--- src/rtl/fifo_stream_out_pkg.sv ---
// Shared resize-path constants: image geometry and word width used by the
// pixel-to-FIFO writer and the FIFO-to-stream reader.
package fifo_stream_out_pkg;

   localparam int unsigned DEF_DATA_W   = 64;
   localparam int unsigned DEF_LINE_PIX = 416;
   localparam int unsigned DEF_LINES    = 416;

   // Output skid buffer geometry
   localparam int unsigned SKID_DEPTH = 2;
   localparam int unsigned SKID_CNT_W = 2;

   // Counter width able to hold 0..n-1, never narrower than one bit
   function automatic int unsigned cnt_w(input int unsigned n);
      return (n < 2) ? 1 : $clog2(n);
   endfunction

endpackage

--- src/rtl/stream_skid_buf.sv ---
// Two-entry in-order buffer between FIFO read data and the output stream.
// The producer only pushes when it has reserved space, so in_valid is never refused.
module stream_skid_buf
   import fifo_stream_out_pkg::*;
#(
   parameter int unsigned DATA_W = DEF_DATA_W
) (
   input  logic                  clk,
   input  logic                  rst,
   input  logic                  in_valid,
   input  logic [DATA_W-1:0]     in_data,
   output logic                  out_valid,
   input  logic                  out_ready,
   output logic [DATA_W-1:0]     out_data,
   output logic [SKID_CNT_W-1:0] count
);

   logic [DATA_W-1:0]     slot0_q;
   logic [DATA_W-1:0]     slot1_q;
   logic [SKID_CNT_W-1:0] count_q;
   logic                  push_c;
   logic                  pop_c;

   assign push_c    = in_valid;
   assign pop_c     = out_ready & (count_q != '0);
   assign out_valid = (count_q != '0);
   assign out_data  = slot0_q;
   assign count     = count_q;

   // slot0 is always the oldest word; a pop shifts slot1 forward
   always_ff @(posedge clk or posedge rst) begin
      if (rst) begin
         slot0_q <= '0;
         slot1_q <= '0;
         count_q <= '0;
      end else begin
         case ({push_c, pop_c})
            2'b10: begin
               if (count_q == '0) slot0_q <= in_data;
               else               slot1_q <= in_data;
               count_q <= count_q + SKID_CNT_W'(1);
            end
            2'b01: begin
               slot0_q <= slot1_q;
               count_q <= count_q - SKID_CNT_W'(1);
            end
            2'b11: begin
               if (count_q == SKID_CNT_W'(1)) begin
                  slot0_q <= in_data;
               end else begin
                  slot0_q <= slot1_q;
                  slot1_q <= in_data;
               end
            end
            default: ;
         endcase
      end
   end

endmodule

--- src/rtl/fifo_stream_out.sv ---
// Drains pixel words from the resize FIFO (standard read latency of one cycle)
// and presents them as a line/frame-framed ready/valid stream.
module fifo_stream_out
   import fifo_stream_out_pkg::*;
#(
   parameter int unsigned DATA_W   = DEF_DATA_W,
   parameter int unsigned LINE_PIX = DEF_LINE_PIX,
   parameter int unsigned LINES    = DEF_LINES
) (
   input  logic              clk,
   input  logic              rst,
   input  logic              en,
   input  logic              fifo_empty,
   input  logic [DATA_W-1:0] fifo_dout,
   output logic              fifo_rd_en,
   output logic [DATA_W-1:0] m_tdata,
   output logic              m_tvalid,
   input  logic              m_tready,
   output logic              m_tlast,
   output logic              m_tuser,
   output logic              frame_done
);

   localparam int unsigned X_W   = cnt_w(LINE_PIX);
   localparam int unsigned Y_W   = cnt_w(LINES);
   localparam int unsigned PND_W = SKID_CNT_W + 1;

   logic                  in_flight_q;
   logic [SKID_CNT_W-1:0] buf_count;
   logic [SKID_CNT_W-1:0] kept_c;
   logic [PND_W-1:0]      pending_c;
   logic                  xfer_c;
   logic                  x_last_c;
   logic                  y_last_c;
   logic [X_W-1:0]        x_q;
   logic [Y_W-1:0]        y_q;
   logic                  frame_done_q;

   stream_skid_buf #(
      .DATA_W (DATA_W)
   ) u_skid (
      .clk       (clk),
      .rst       (rst),
      .in_valid  (in_flight_q),
      .in_data   (fifo_dout),
      .out_valid (m_tvalid),
      .out_ready (m_tready),
      .out_data  (m_tdata),
      .count     (buf_count)
   );

   // A word leaving this cycle frees its slot, so back-to-back reads sustain full rate
   always_comb begin
      xfer_c     = m_tvalid & m_tready;
      kept_c     = buf_count - SKID_CNT_W'(xfer_c);
      pending_c  = PND_W'(kept_c) + PND_W'(in_flight_q);
      fifo_rd_en = 1'b0;
      if (!rst && en && !fifo_empty && (pending_c < PND_W'(SKID_DEPTH))) begin
         fifo_rd_en = 1'b1;
      end
   end

   // Tracks the read whose data appears on fifo_dout next cycle, independent of en
   always_ff @(posedge clk or posedge rst) begin
      if (rst) in_flight_q <= 1'b0;
      else     in_flight_q <= fifo_rd_en;
   end

   assign x_last_c = (x_q == X_W'(LINE_PIX - 1));
   assign y_last_c = (y_q == Y_W'(LINES - 1));

   // Pixel/line position of the word currently at the stream head
   always_ff @(posedge clk or posedge rst) begin
      if (rst) begin
         x_q <= '0;
         y_q <= '0;
      end else if (xfer_c) begin
         if (x_last_c) begin
            x_q <= '0;
            y_q <= y_last_c ? '0 : y_q + Y_W'(1);
         end else begin
            x_q <= x_q + X_W'(1);
         end
      end
   end

   always_ff @(posedge clk or posedge rst) begin
      if (rst) frame_done_q <= 1'b0;
      else     frame_done_q <= xfer_c & x_last_c & y_last_c;
   end

   assign m_tlast    = x_last_c;
   assign m_tuser    = (x_q == '0) && (y_q == '0);
   assign frame_done = frame_done_q;

endmodule

--- config.mk ---
export PLATFORM = sky130hd
export DESIGN_NAME = fifo_stream_out
export DESIGN_NICKNAME = d
export VERILOG_FILES = /design/src/rtl/fifo_stream_out_pkg.sv /design/src/rtl/stream_skid_buf.sv /design/src/rtl/fifo_stream_out.sv
export SDC_FILE = /design/constraint.sdc
export NUM_CORES = 1
export LEC_CHECK = 0
export ABC_AREA = 1
export CORE_ASPECT_RATIO = 1.1
export CORE_MARGIN = 2
export CORE_UTILIZATION = 47
export DETAILED_ROUTE_END_ITERATION = 8
export PLACE_DENSITY_LB_ADDON = 0.2
export SLEW_MARGIN = 20
export SYNTH_ARGS = -nofsm -noshare
export SYNTH_HDL_FRONTEND = slang
export SYNTH_SLANG_ARGS = --single-unit
--- constraint.sdc ---
create_clock -name clk -period 4.16 [get_ports clk]
set_input_delay 0.416 -clock clk [delete_from_list [all_inputs] [get_ports clk]]
set_output_delay 0.416 -clock clk [all_outputs]
set_load 0.02 [all_outputs]
==> summary.md <==
| Metric | Value |
|---|---|
| Hold Buf Count CTS | `0` |
| Layout cells sized above 1 | `0.0431` |
| Status | `finished clean` |
| Cell Area, Synth | `6750 um^2` |
| Post-DR vias/cell | `4.77` |
| RSZ-0062 raised after global routing | `no` |
| Die area | `15,300 um^2` |
| Synthesis Warnings | `0` |
| Crit path DAT | `2.54 ns` |
| Synthesized instance count | `822` |
| Wire per inst | `12.7 um` |
| Peak VDD IR | `0.342 mV` |
| R2R Setup Slk | `1.51 ns` |
| I/O pins | `138` |
| Initial core utilization | `0.485` |
| Commonest non-fill, non-tap cell in the layout | `nand2_1` |
| Fin crit period | `2.96 ns` |
| PD cells | `710 nW/um^2` |
| Vias in the first global route | `4,940` |
| Tightest Pin Transition | `0.798 ns` |
| Antenna violations before repair | `0` |
| DP Worst Slack | `1.43 ns` |
| Final setup fails | `0` |
| First-pass GRT wire length | `24,100 um` |
| Leak pwr | `4.28 nW` |
| Worst hold path stage count | `2` |
| Routability Congestion | `0.781` |
| Area Growth Syn to Fin | `29.9%` |
| Syn Nets | `898` |
| Nets@finish | `1,016` |
| Final hold slack | `0.479 ns` |
| Post-synth top area cell | `dfrtp_1` |
| Pins over their slew limit | `0` |
| Syn Area/Cell | `8.21 um^2` |
| Synth top area share | `0.556` |
| Worst Setup End Kind | `output pin` |
| Initial DRC Count | `431` |
| CP required | `3.74 ns` |
| Drt total wl | `14,400 um` |
| Most frequent cells in the layout | `265 x nand2_1, 152 x o21ai_0, 150 x dfrtp_1` |
| GRT Total Usage | `0.195` |
| Via Count | `5,432` |
| Final ANT Viol Nets | `0` |
| Unique cell type count in the Yosys netlist | `24` |
| Post-route setup TNS | `0 ns` |
| Final Worst Setup Slack | `1.20 ns` |
| CP Class | `reg2out` |
| Setup Skew | `0.00930 ns` |
| CTS resizes | `0` |
| Clock Latency Late Sink | `0.42 ns` |
| Buffers on Ports | `137` |
| CTS buffer count | `17` |
| Post-CTS setup buffer count | `0` |
| Core box area | `13,900 um^2` |
| Die width | `118 um` |
| CTS Buffer Depth | `2` |
| CTS tree | `built` |
| Site Rows | `45` |
| First-pass DRT Iterations | `6` |
| Reg2Reg Depth | `9` |
| CP Launch Type | `flip-flop` |
| Ratio of final minimum period to clock period | `0.711` |
| DRC | `0` |
| Worst-path fanout max | `11` |
| Reg clk slew, reported paths | `0.05 ns` |
| Total inserted antenna cells | `0` |
| Die Span Y | `130 um` |
| Total global routing overflow | `0` |
| Max Cap Viol | `0` |
| Sink Count | `150` |
| H-tree Lvls | `4` |
| Sequential fraction of the synthesis area | `0.556` |
| Area contributors post-synth | `dfrtp_1 56%, nand2_1 15%, o21ai_0 11%` |
| Number of synthesized register bits | `150` |
| Pin count of the biggest net entering global routing | `151` |
| Clock root buffer | `clkbuf_16` |
| Slew headroom | `0.468` |
| HPWL Detailed | `9270 um` |
| Worst Hold Class | `reg2reg` |
| Fin. Hold Viols | `0` |
| Max Freq | `0.338 GHz` |
-- layer usage --
layer / share of wire / vias to the layer above / global-route usage
li1: - / 2825 / -
met1: 0.49 / 2473 / 0.272
met2: 0.45 / 122 / 0.303
met3: 0.046 / 12 / 0.0418
met4: 0.014 / 0 / 0.0744
met5: 0 / - / 0
-- cells in the mapped netlist (all sizes together) --
| cell | count |
|---|---|
| buf | 19 |
| nand3b | 1 |
| ha | 7 |
| clkbuf | 25 |
| nand3 | 10 |
| o21ai | 203 |
| nor2 | 28 |
| dfrtp | 150 |
| nor4 | 1 |
| xnor2 | 1 |
| nand4 | 5 |
| nor3 | 2 |
| inv | 97 |
| nand2 | 267 |
| o21bai | 1 |
| xor2 | 5 |
-- sequential cells by signal, indices dropped and copies added, names as in the netlist --
name,count
in_flight_q,1
frame_done,1
u_skid.slot1_q,64
x_q,9
u_skid.count,2
y_q,9
u_skid.out_data,64
-- layout make-up --
cell class	instances	area, um^2
clock buffer	21	460
clock inverter	9	104
fill	1216	5140
inverter	97	377
multi-input combinational	531	2410
sequential	150	3750
tap	188	235
timing repair buffer	143	1430
-- cells by family (layout without fill, tap and decap cells) --
group	after synthesis	after routing	share of synthesized area
compound gates	204	204	0.152
xor+xnor	6	6	0.00779
fa+ha+maj	7	7	0.0130
buf+inv	141	270	0.0888
flops	150	150	0.556
simple gates	314	314	0.182
-- stage by stage --
step            util  total power, mW  area [um^2]  cells
2_1_floorplan      -             3.83         6750    822
3_3_place_gp   0.590             4.71         8200   1109
3_5_place_dp   0.590             4.78         8200   1109
4_1_cts        0.630             6.28         8770   1139
5_1_grt        0.630             6.68         8770   1139
6_report       0.630             6.22         8770   1139
-- worst paths after layout --
check | startpoint | end
worst max-delay path | u_skid.count[0] | fifo_rd_en
worst min-delay path | u_skid.slot1_q[39] | u_skid.slot1_q[39]
worst max register to register | u_skid.count[0] | u_skid.out_data[17]
worst min register to register | u_skid.slot1_q[39] | u_skid.slot1_q[39]
max in group asynchronous | rst | u_skid.out_data[5]
min in group asynchronous | rst | u_skid.slot1_q[44]
-- where the power goes --
part	switching, mW	internal, mW	leakage, nW
Combinational	1.29	0.991	2.14
Clock	0.573	0.904	0.275
Sequential	0.374	2.09	1.86
-- critical path, cell delays in order (launching register included) --
cell	delay, ns
dfrtp_1	0.44
inv_1	0.08
ha_1	0.22
inv_2	0.09
nand2_2	0.18
inv_8	0.14
nor2_1	0.04
o21ai_0	0.13
nand2_1	0.06
nor2_1	0.11
clkdlybuf4s50_1	0.62
No activity file was read; power rests on OpenSTA's default activity.
